--- src/rtl/pwm_multi_channel_if.sv ---
// Byte-wide register bus shared by the SPI front-ends and the multi-channel PWM block.
// The master drives the address, write strobe and data; the slave returns combinational read data.
interface pwm_multi_channel_if;
    logic [7:0] addr;
    logic       wr_en;
    logic [7:0] wr_data;
    logic [7:0] rd_data;

    modport master (output addr, output wr_en, output wr_data, input rd_data);
    modport slave  (input addr, input wr_en, input wr_data, output rd_data);
endinterface

--- src/rtl/pwm_multi_channel.sv ---
// NUM_CH independent PWM channels (edge/centre aligned, double-buffered period/duty) behind a byte bus.
// Define PWM_IRQ_EN to add the sticky STATUS (0x02), IRQ_MASK (0x03) registers and the irq output.
module pwm_multi_channel #(
    parameter int         NUM_CH = 4,
    parameter int         CNT_W  = 32,
    parameter logic [7:0] ID_VAL = 8'h97
) (
    input  logic                clk,
    input  logic                rst_n,
    pwm_multi_channel_if.slave  bus,
    output logic [NUM_CH-1:0]   pwm,
    output logic [NUM_CH-1:0]   period_end
`ifdef PWM_IRQ_EN
    ,
    output logic                irq
`endif
);
    localparam logic [31:0]      PER_RST   = 32'h0001_86A0;
    localparam logic [31:0]      DUTY_RST  = 32'h0000_C350;
    localparam logic [CNT_W-1:0] PER_RST_W = PER_RST[CNT_W-1:0];
    localparam logic [CNT_W-1:0] DUTY_RST_W = DUTY_RST[CNT_W-1:0];
    localparam logic [CNT_W-1:0] CNT_ZERO  = {CNT_W{1'b0}};
    localparam logic [CNT_W-1:0] CNT_ONE   = {{(CNT_W-1){1'b0}}, 1'b1};

    function automatic logic [7:0] lane_rd(input logic [CNT_W-1:0] val, input logic [1:0] lane);
        return 8'(32'(val) >> {lane, 3'b000});
    endfunction

    // Lanes beyond CNT_W are dropped by the final truncation.
    function automatic logic [CNT_W-1:0] lane_wr(input logic [CNT_W-1:0] val, input logic [1:0] lane,
                                                 input logic [7:0] data);
        logic [31:0] ext;
        ext = 32'(val);
        ext[{lane, 3'b000} +: 8] = data;
        return ext[CNT_W-1:0];
    endfunction

    logic       global_en_r;
    logic       restart_s;
    logic [7:0] ch_rd_s [NUM_CH];
    logic [7:0] rd_s;

    assign restart_s = bus.wr_en && (bus.addr == 8'h01) && bus.wr_data[1];

    // global enable; sync_restart is a pulse and is never stored
    always_ff @(posedge clk or negedge rst_n) begin
        if (!rst_n) begin
            global_en_r <= 1'b0;
        end else if (bus.wr_en && (bus.addr == 8'h01)) begin
            global_en_r <= bus.wr_data[0];
        end
    end

    for (genvar n = 0; n < NUM_CH; n++) begin : g_ch
        localparam logic [3:0] CH_PAGE = 4'(n + 1);

        logic [2:0]       ctrl_r;
        logic [CNT_W-1:0] per_sh_r, duty_sh_r, per_act_r, duty_act_r, cnt_r, last_s;
        logic             dir_down_r, center_act_r, pwm_r;
        logic             wr_s, run_s, pe_s, act_s;
        logic [1:0]       lane_s;
        logic [7:0]       rd_val_s;

        assign wr_s   = bus.wr_en && (bus.addr[7:4] == CH_PAGE);
        assign run_s  = global_en_r && ctrl_r[0];
        assign last_s = per_act_r - CNT_ONE;
        // offsets 1..4 and 5..8 share the same low-bit lane mapping
        assign lane_s = 2'(bus.addr[1:0] - 2'd1);
        assign act_s  = run_s && (per_act_r != CNT_ZERO) && (cnt_r < duty_act_r);

        // period_end decodes the last cycle of the current period
        always_comb begin
            pe_s = 1'b0;
            if (run_s && (per_act_r != CNT_ZERO)) begin
                pe_s = center_act_r ? (dir_down_r && (cnt_r == CNT_ZERO)) : (cnt_r == last_s);
            end else begin
                pe_s = 1'b0;
            end
        end

        // bus writes into control and shadow registers
        always_ff @(posedge clk or negedge rst_n) begin
            if (!rst_n) begin
                ctrl_r    <= 3'b000;
                per_sh_r  <= PER_RST_W;
                duty_sh_r <= DUTY_RST_W;
            end else if (wr_s) begin
                case (bus.addr[3:0])
                    4'h0:                   ctrl_r    <= bus.wr_data[2:0];
                    4'h1, 4'h2, 4'h3, 4'h4: per_sh_r  <= lane_wr(per_sh_r, lane_s, bus.wr_data);
                    4'h5, 4'h6, 4'h7, 4'h8: duty_sh_r <= lane_wr(duty_sh_r, lane_s, bus.wr_data);
                    default:                ctrl_r    <= ctrl_r;
                endcase
            end
        end

        // counter, direction, active period/duty/mode and the registered output level
        always_ff @(posedge clk or negedge rst_n) begin
            if (!rst_n) begin
                cnt_r        <= CNT_ZERO;
                dir_down_r   <= 1'b0;
                per_act_r    <= PER_RST_W;
                duty_act_r   <= DUTY_RST_W;
                center_act_r <= 1'b0;
                pwm_r        <= 1'b0;
            end else begin
                pwm_r <= act_s ? ~ctrl_r[1] : ctrl_r[1];
                if (restart_s || !run_s || pe_s) begin
                    cnt_r        <= CNT_ZERO;
                    dir_down_r   <= 1'b0;
                    per_act_r    <= per_sh_r;
                    duty_act_r   <= duty_sh_r;
                    center_act_r <= ctrl_r[2];
                end else if (per_act_r == CNT_ZERO) begin
                    cnt_r      <= CNT_ZERO;
                    dir_down_r <= 1'b0;
                end else if (!center_act_r) begin
                    cnt_r <= cnt_r + CNT_ONE;
                end else if (dir_down_r) begin
                    cnt_r <= cnt_r - CNT_ONE;
                end else if (cnt_r == last_s) begin
                    // the top count is held for a second cycle while turning down
                    dir_down_r <= 1'b1;
                end else begin
                    cnt_r <= cnt_r + CNT_ONE;
                end
            end
        end

        // per-channel read value; the page match is applied in the top-level mux
        always_comb begin
            case (bus.addr[3:0])
                4'h0:                   rd_val_s = {5'b00000, ctrl_r};
                4'h1, 4'h2, 4'h3, 4'h4: rd_val_s = lane_rd(per_sh_r, lane_s);
                4'h5, 4'h6, 4'h7, 4'h8: rd_val_s = lane_rd(duty_sh_r, lane_s);
                default:                rd_val_s = 8'h00;
            endcase
        end

        assign ch_rd_s[n]    = rd_val_s;
        assign pwm[n]        = pwm_r;
        assign period_end[n] = pe_s;
    end

`ifdef PWM_IRQ_EN
    logic [NUM_CH-1:0] status_r, mask_r, clr_s;
    logic              irq_r;

    assign clr_s = (bus.wr_en && (bus.addr == 8'h02)) ? NUM_CH'(bus.wr_data) : {NUM_CH{1'b0}};

    // sticky flags: a period_end in the same cycle as a W1C clear keeps the flag set
    always_ff @(posedge clk or negedge rst_n) begin
        if (!rst_n) begin
            status_r <= {NUM_CH{1'b0}};
            mask_r   <= {NUM_CH{1'b0}};
            irq_r    <= 1'b0;
        end else begin
            status_r <= (status_r & ~clr_s) | period_end;
            irq_r    <= |(status_r & mask_r);
            if (bus.wr_en && (bus.addr == 8'h03)) begin
                mask_r <= NUM_CH'(bus.wr_data);
            end
        end
    end

    assign irq = irq_r;
`endif

    // register read mux; anything unmapped falls through to zero
    always_comb begin
        rd_s = 8'h00;
        case (bus.addr)
            8'h00: rd_s = ID_VAL;
            8'h01: rd_s = {7'b0000000, global_en_r};
`ifdef PWM_IRQ_EN
            8'h02: rd_s = 8'(status_r);
            8'h03: rd_s = 8'(mask_r);
`endif
            default: begin
                for (int n = 0; n < NUM_CH; n++) begin
                    rd_s = rd_s | ((bus.addr[7:4] == 4'(n + 1)) ? ch_rd_s[n] : 8'h00);
                end
            end
        endcase
    end

    assign bus.rd_data = rd_s;
endmodule

--- src/flat_wrapper.sv ---
// flat-port wrapper written by rule: the top's interface ports become plain ports
module pwm_multi_channel_flat 
#(
    parameter int         NUM_CH = 4,
    parameter int         CNT_W  = 32,
    parameter logic [7:0] ID_VAL = 8'h97
)
  (clk, rst_n, pwm, period_end, bus_addr, bus_wr_en, bus_wr_data, bus_rd_data);
  pwm_multi_channel_if bus_i ();
  input  logic clk;
  input  logic rst_n;
  output logic [NUM_CH-1:0] pwm;
  output logic [NUM_CH-1:0] period_end;
  input wire logic [$bits(bus_i.addr)-1:0] bus_addr;
  input wire logic [$bits(bus_i.wr_en)-1:0] bus_wr_en;
  input wire logic [$bits(bus_i.wr_data)-1:0] bus_wr_data;
  output wire logic [$bits(bus_i.rd_data)-1:0] bus_rd_data;
  assign bus_i.addr = bus_addr;
  assign bus_i.wr_en = bus_wr_en;
  assign bus_i.wr_data = bus_wr_data;
  assign bus_rd_data = bus_i.rd_data;
  pwm_multi_channel #(.NUM_CH(NUM_CH), .CNT_W(CNT_W), .ID_VAL(ID_VAL)) u_core (.clk(clk), .rst_n(rst_n), .bus(bus_i), .pwm(pwm), .period_end(period_end));
endmodule
--- config.mk ---
export PLATFORM = sky130hd
export DESIGN_NAME = pwm_multi_channel_flat
export DESIGN_NICKNAME = d
export VERILOG_FILES = /design/src/rtl/pwm_multi_channel_if.sv /design/src/rtl/pwm_multi_channel.sv /design/src/flat_wrapper.sv
export SDC_FILE = /design/constraint.sdc
export NUM_CORES = 2
export LEC_CHECK = 0
export ABC_CLOCK_PERIOD_IN_PS = 6700
export CORE_MARGIN = 8
export CORE_UTILIZATION = 50
export DETAILED_ROUTE_END_ITERATION = 7
export HOLD_SLACK_MARGIN = 0.08
export PLACE_DENSITY_LB_ADDON = 0.1
export SLEW_MARGIN = 10
export SYNTH_ARGS = -nofsm -noshare
export SYNTH_HDL_FRONTEND = slang
export SYNTH_SLANG_ARGS = --single-unit
--- constraint.sdc ---
create_clock -name clk -period 6.7 [get_ports clk]
set_input_delay 0.67 -clock clk [delete_from_list [all_inputs] [get_ports clk]]
set_output_delay 0.67 -clock clk [all_outputs]
set_load 0.02 [all_outputs]
==> flow_metrics.env <==
export IMPL_grt_pass1_vias=29676
export IMPL_synthToLayoutAreaGrowth_pct=9.783
export IMPL_ir_drop_mv=0.1597
export IMPL_placed_area_um2=40460
export IMPL_tightest_slew_ns=0.9688
export IMPL_cts_max_path_buffers=3
export IMPL_fmax_mhz=167.5
export IMPL_crit_type="primary input to primary output"
export IMPL_seq_area_frac_synth=0.4263
export IMPL_power_density_nw_per_um2=215.6
export IMPL_die_w_um=296.4
export IMPL_cts_made_buffers=77
export IMPL_fin_crit_ns=5.970
export IMPL_mappedNetlistArea_um2=39310
export IMPL_cp_end_kind="primary output"
export IMPL_synth_top_area_frac=0.3622
export IMPL_reg2reg_from="u_core.g_ch[0].per_act_r[2]"
export IMPL_post_cts_buffers=0
export IMPL_cts_sinks=665
export IMPL_critPathLaunchType="primary input"
export IMPL_grt_util_all_layers=0.2790
export IMPL_overflow=0
export IMPL_netlist_instances=4117
export IMPL_core_um2=78360
export IMPL_synth_ff_type="dfrtp_1"
export IMPL_first_pass_iters=7
export IMPL_wl_um=123200
export IMPL_p_leak_nw=18.60
export IMPL_via_per_inst=6.165
export IMPL_clk_latency_ns=0.64
export IMPL_antenna_found_initial=4
export IMPL_drt_iter0_markers=2968
export IMPL_syn_num_nets=4280
export IMPL_numPortBuffers=34
export IMPL_start_util=0.5017
export IMPL_fin_area_um2=43160
export IMPL_cp_arrival_ns=5.30
export IMPL_tritoncts="done"
export IMPL_mostFrequentLayoutCells="dfrtp_1 (569), nand2_1 (516), o21ai_0 (425)"
export IMPL_yosysUniqueCellTypes=90
export IMPL_nets=4201
export IMPL_drive_gt1_frac=0.1537
export IMPL_reg2reg_setup_slack_ns=1.94
export IMPL_row_count=103
export IMPL_drv_slew=0
export IMPL_final_hold_viol_count=0
export IMPL_fill_cells=7190
export IMPL_slew_headroom=0.3492
export IMPL_min_path_type="primary input to asynchronous set/reset pin"
export IMPL_path_max_fanout=30
export IMPL_critical_path_required_ns=6.03
export IMPL_fin_tns_setup_ns=0
export IMPL_yosys_top_cells_area="dfrtp_1 (36%), mux2_2 (6.8%), dfstp_2 (6.4%)"
export IMPL_ant_nets=0
export IMPL_grt_max_degree=165
export IMPL_htree_levels=3
export IMPL_synthArstFlopShare=1.000
export IMPL_grt_pass1_wl_um=188200
export IMPL_finalCritPeriodShare=0.8910
export IMPL_final_common_cell="dfrtp_1"
export IMPL_crit_start="bus_addr[0]"
export IMPL_ys_seq_elements=665
export IMPL_synth_edf_count=0
export IMPL_cts_root_buf="clkbuf_16"
export IMPL_avgSynthCellArea_um2=9.549
export IMPL_gp_congestion=0.9588
export IMPL_endpoint="bus_rd_data[2]"
export IMPL_setup_viol=0
export IMPL_dieArea_um2=87860
export IMPL_io_pins=35
export IMPL_vias=31811
export IMPL_clkSlewWorstSetupHoldPaths_ns=0.05
export IMPL_synth_warnings=0
export IMPL_die_height_um=296.4
export IMPL_dp_hpwl_um=90060
export IMPL_rsz0062_at_grt="no"
export IMPL_synth_area_leader_cell="dfrtp_1"
export IMPL_finClkSkew_ns=0.02321
export IMPL_cts_hold_buf=0
export IMPL_r2r_end="u_core.g_ch[0].cnt_r[0]"
export IMPL_cap_violations=0
export IMPL_r2r_cells=12
export IMPL_drc=0
export IMPL_status="finished clean"
export IMPL_ctsResizeCount=0
export IMPL_wire_per_inst_um=23.87
==> how the worst min path moves through the flow <==
| stage | start | end | slack, ns | cells past startpoint |
|---|---|---|---|---|
| detailed placement | u_core.g_ch[2].duty_act_r[30] | u_core.g_ch[2].duty_act_r[30] | 0.48 | 1 |
| floorplan | rst_n | u_core.g_ch[0].center_act_r | 0.37 | 0 |
| global route | rst_n | u_core.g_ch[0].cnt_r[0] | 0.13 | 1 |
| finish | rst_n | u_core.g_ch[0].cnt_r[0] | 0.06 | 1 |
| global placement | u_core.g_ch[2].duty_act_r[30] | u_core.g_ch[2].duty_act_r[30] | 0.47 | 1 |
| CTS | rst_n | u_core.g_ch[0].cnt_r[0] | 0.1 | 1 |
==> stage by stage <==
| step | hold slack, ns | setup WS (ns) | utilization | cells | total power, mW |
|---|---|---|---|---|---|
| after floorplan | 0.3744 | 1.599 | - | 4117 | 4.595 |
| after global placement | 0.4710 | 0.8517 | 0.5163 | 5009 | 4.889 |
| after detailed placement | 0.4779 | 0.8009 | 0.5163 | 5009 | 4.892 |
| after CTS | 0.09645 | 0.7873 | 0.5505 | 5150 | 9.383 |
| after global routing | 0.1326 | 0.4978 | 0.5505 | 5151 | 9.617 |
| final | 0.05635 | 0.7304 | 0.5508 | 5160 | 9.306 |
==> cell type report <==
class / instances / area [um2] / share of cell area
Antenna cell: 10 / 25.02 / 0.0005798
Inverter: 173 / 649.4 / 0.01505
Sequential cell: 665 / 16760 / 0.3883
Clock buffer: 110 / 2222 / 0.05149
Tap cell: 1050 / 1314 / 0.03044
Timing Repair Buffer: 83 / 770.7 / 0.01786
Multi-Input combinational cell: 3038 / 20960 / 0.4857
Clock inverter: 31 / 455.4 / 0.01055
==> kinds of logic after synthesis <==
| logic type | Yosys count | share of synthesized area |
|---|---|---|
| AO/OA/AOI/OAI | 897 | 0.1392 |
| XOR/XNOR | 215 | 0.04790 |
| adder cells (fa/ha/maj) | 144 | 0.04583 |
| buffers and inverters | 414 | 0.04201 |
| flip-flops | 665 | 0.4263 |
| multiplexers | 335 | 0.1111 |
| AND/OR/NAND/NOR | 1447 | 0.1876 |
==> worst max-delay path, cell delays in order <==
cell and delay (ns):
buf_2 0.53, clkinv_1 0.20, ha_1 0.41, nor3_1 0.50, o22a_2 0.45, buf_4 0.37, mux4_2 0.54, a21oi_1 0.15
nor2_1 0.06, a21oi_1 0.11, o22ai_1 0.18, or3_1 0.52, clkdlybuf4s50_1 0.58
==> power by group <==
group	internal, mW	leakage (nW)	switching [mW]	total, mW
Sequential	4.07	8.93	0.0587	4.12
Combinational	0.236	8.36	0.472	0.708
Clock	2.70	1.32	1.77	4.47
Total	7.01	18.6	2.30	9.31
==> Yosys cell counts (25+ instances only) <==
master and instances:
inv_1 171, nand3_1 108, mux2i_1 37, o21ai_0 425
ha_1 144, nor2_1 164, and3_1 39, xnor2_1 122
nand4_1 73, a31oi_1 34, nand2b_1 29, nor2b_1 30
dfrtp_1 569, buf_2 35, a21oi_1 123, nand2_1 516
nand3b_1 34, mux4_2 57, o22ai_1 27, xor2_1 93
or3_1 96, a211oi_1 45, nor4_1 71, a21o_1 50
mux2_2 238, nor3_1 135, dfstp_2 96, clkbuf_1 177
o31ai_1 25, or4_1 39
==> flip-flops by register name (all words and copies together), names as in the netlist <==
name	count
u_core.g_ch.per_act_r	128
u_core.g_ch.duty_act_r	128
u_core.g_ch.per_sh_r	128
u_core.g_ch.center_act_r	4
u_core.g_ch.ctrl_r	12
u_core.g_ch.pwm_r	4
u_core.g_ch.duty_sh_r	128
u_core.global_en_r	1
u_core.g_ch.cnt_r	128
u_core.g_ch.dir_down_r	4
==> routing by layer <==
| metal | up-vias | wire [um] | GRT usage |
|---|---|---|---|
| met3 | 183 | 11580 | 0.08117 |
| met4 | 4 | 3235 | 0.07977 |
| li1 | 14837 | - | - |
| met5 | - | 28 | 0.0005540 |
| met1 | 15641 | 54510 | 0.3966 |
| met2 | 1146 | 53830 | 0.4132 |
Power figures use the tool's default switching activity.
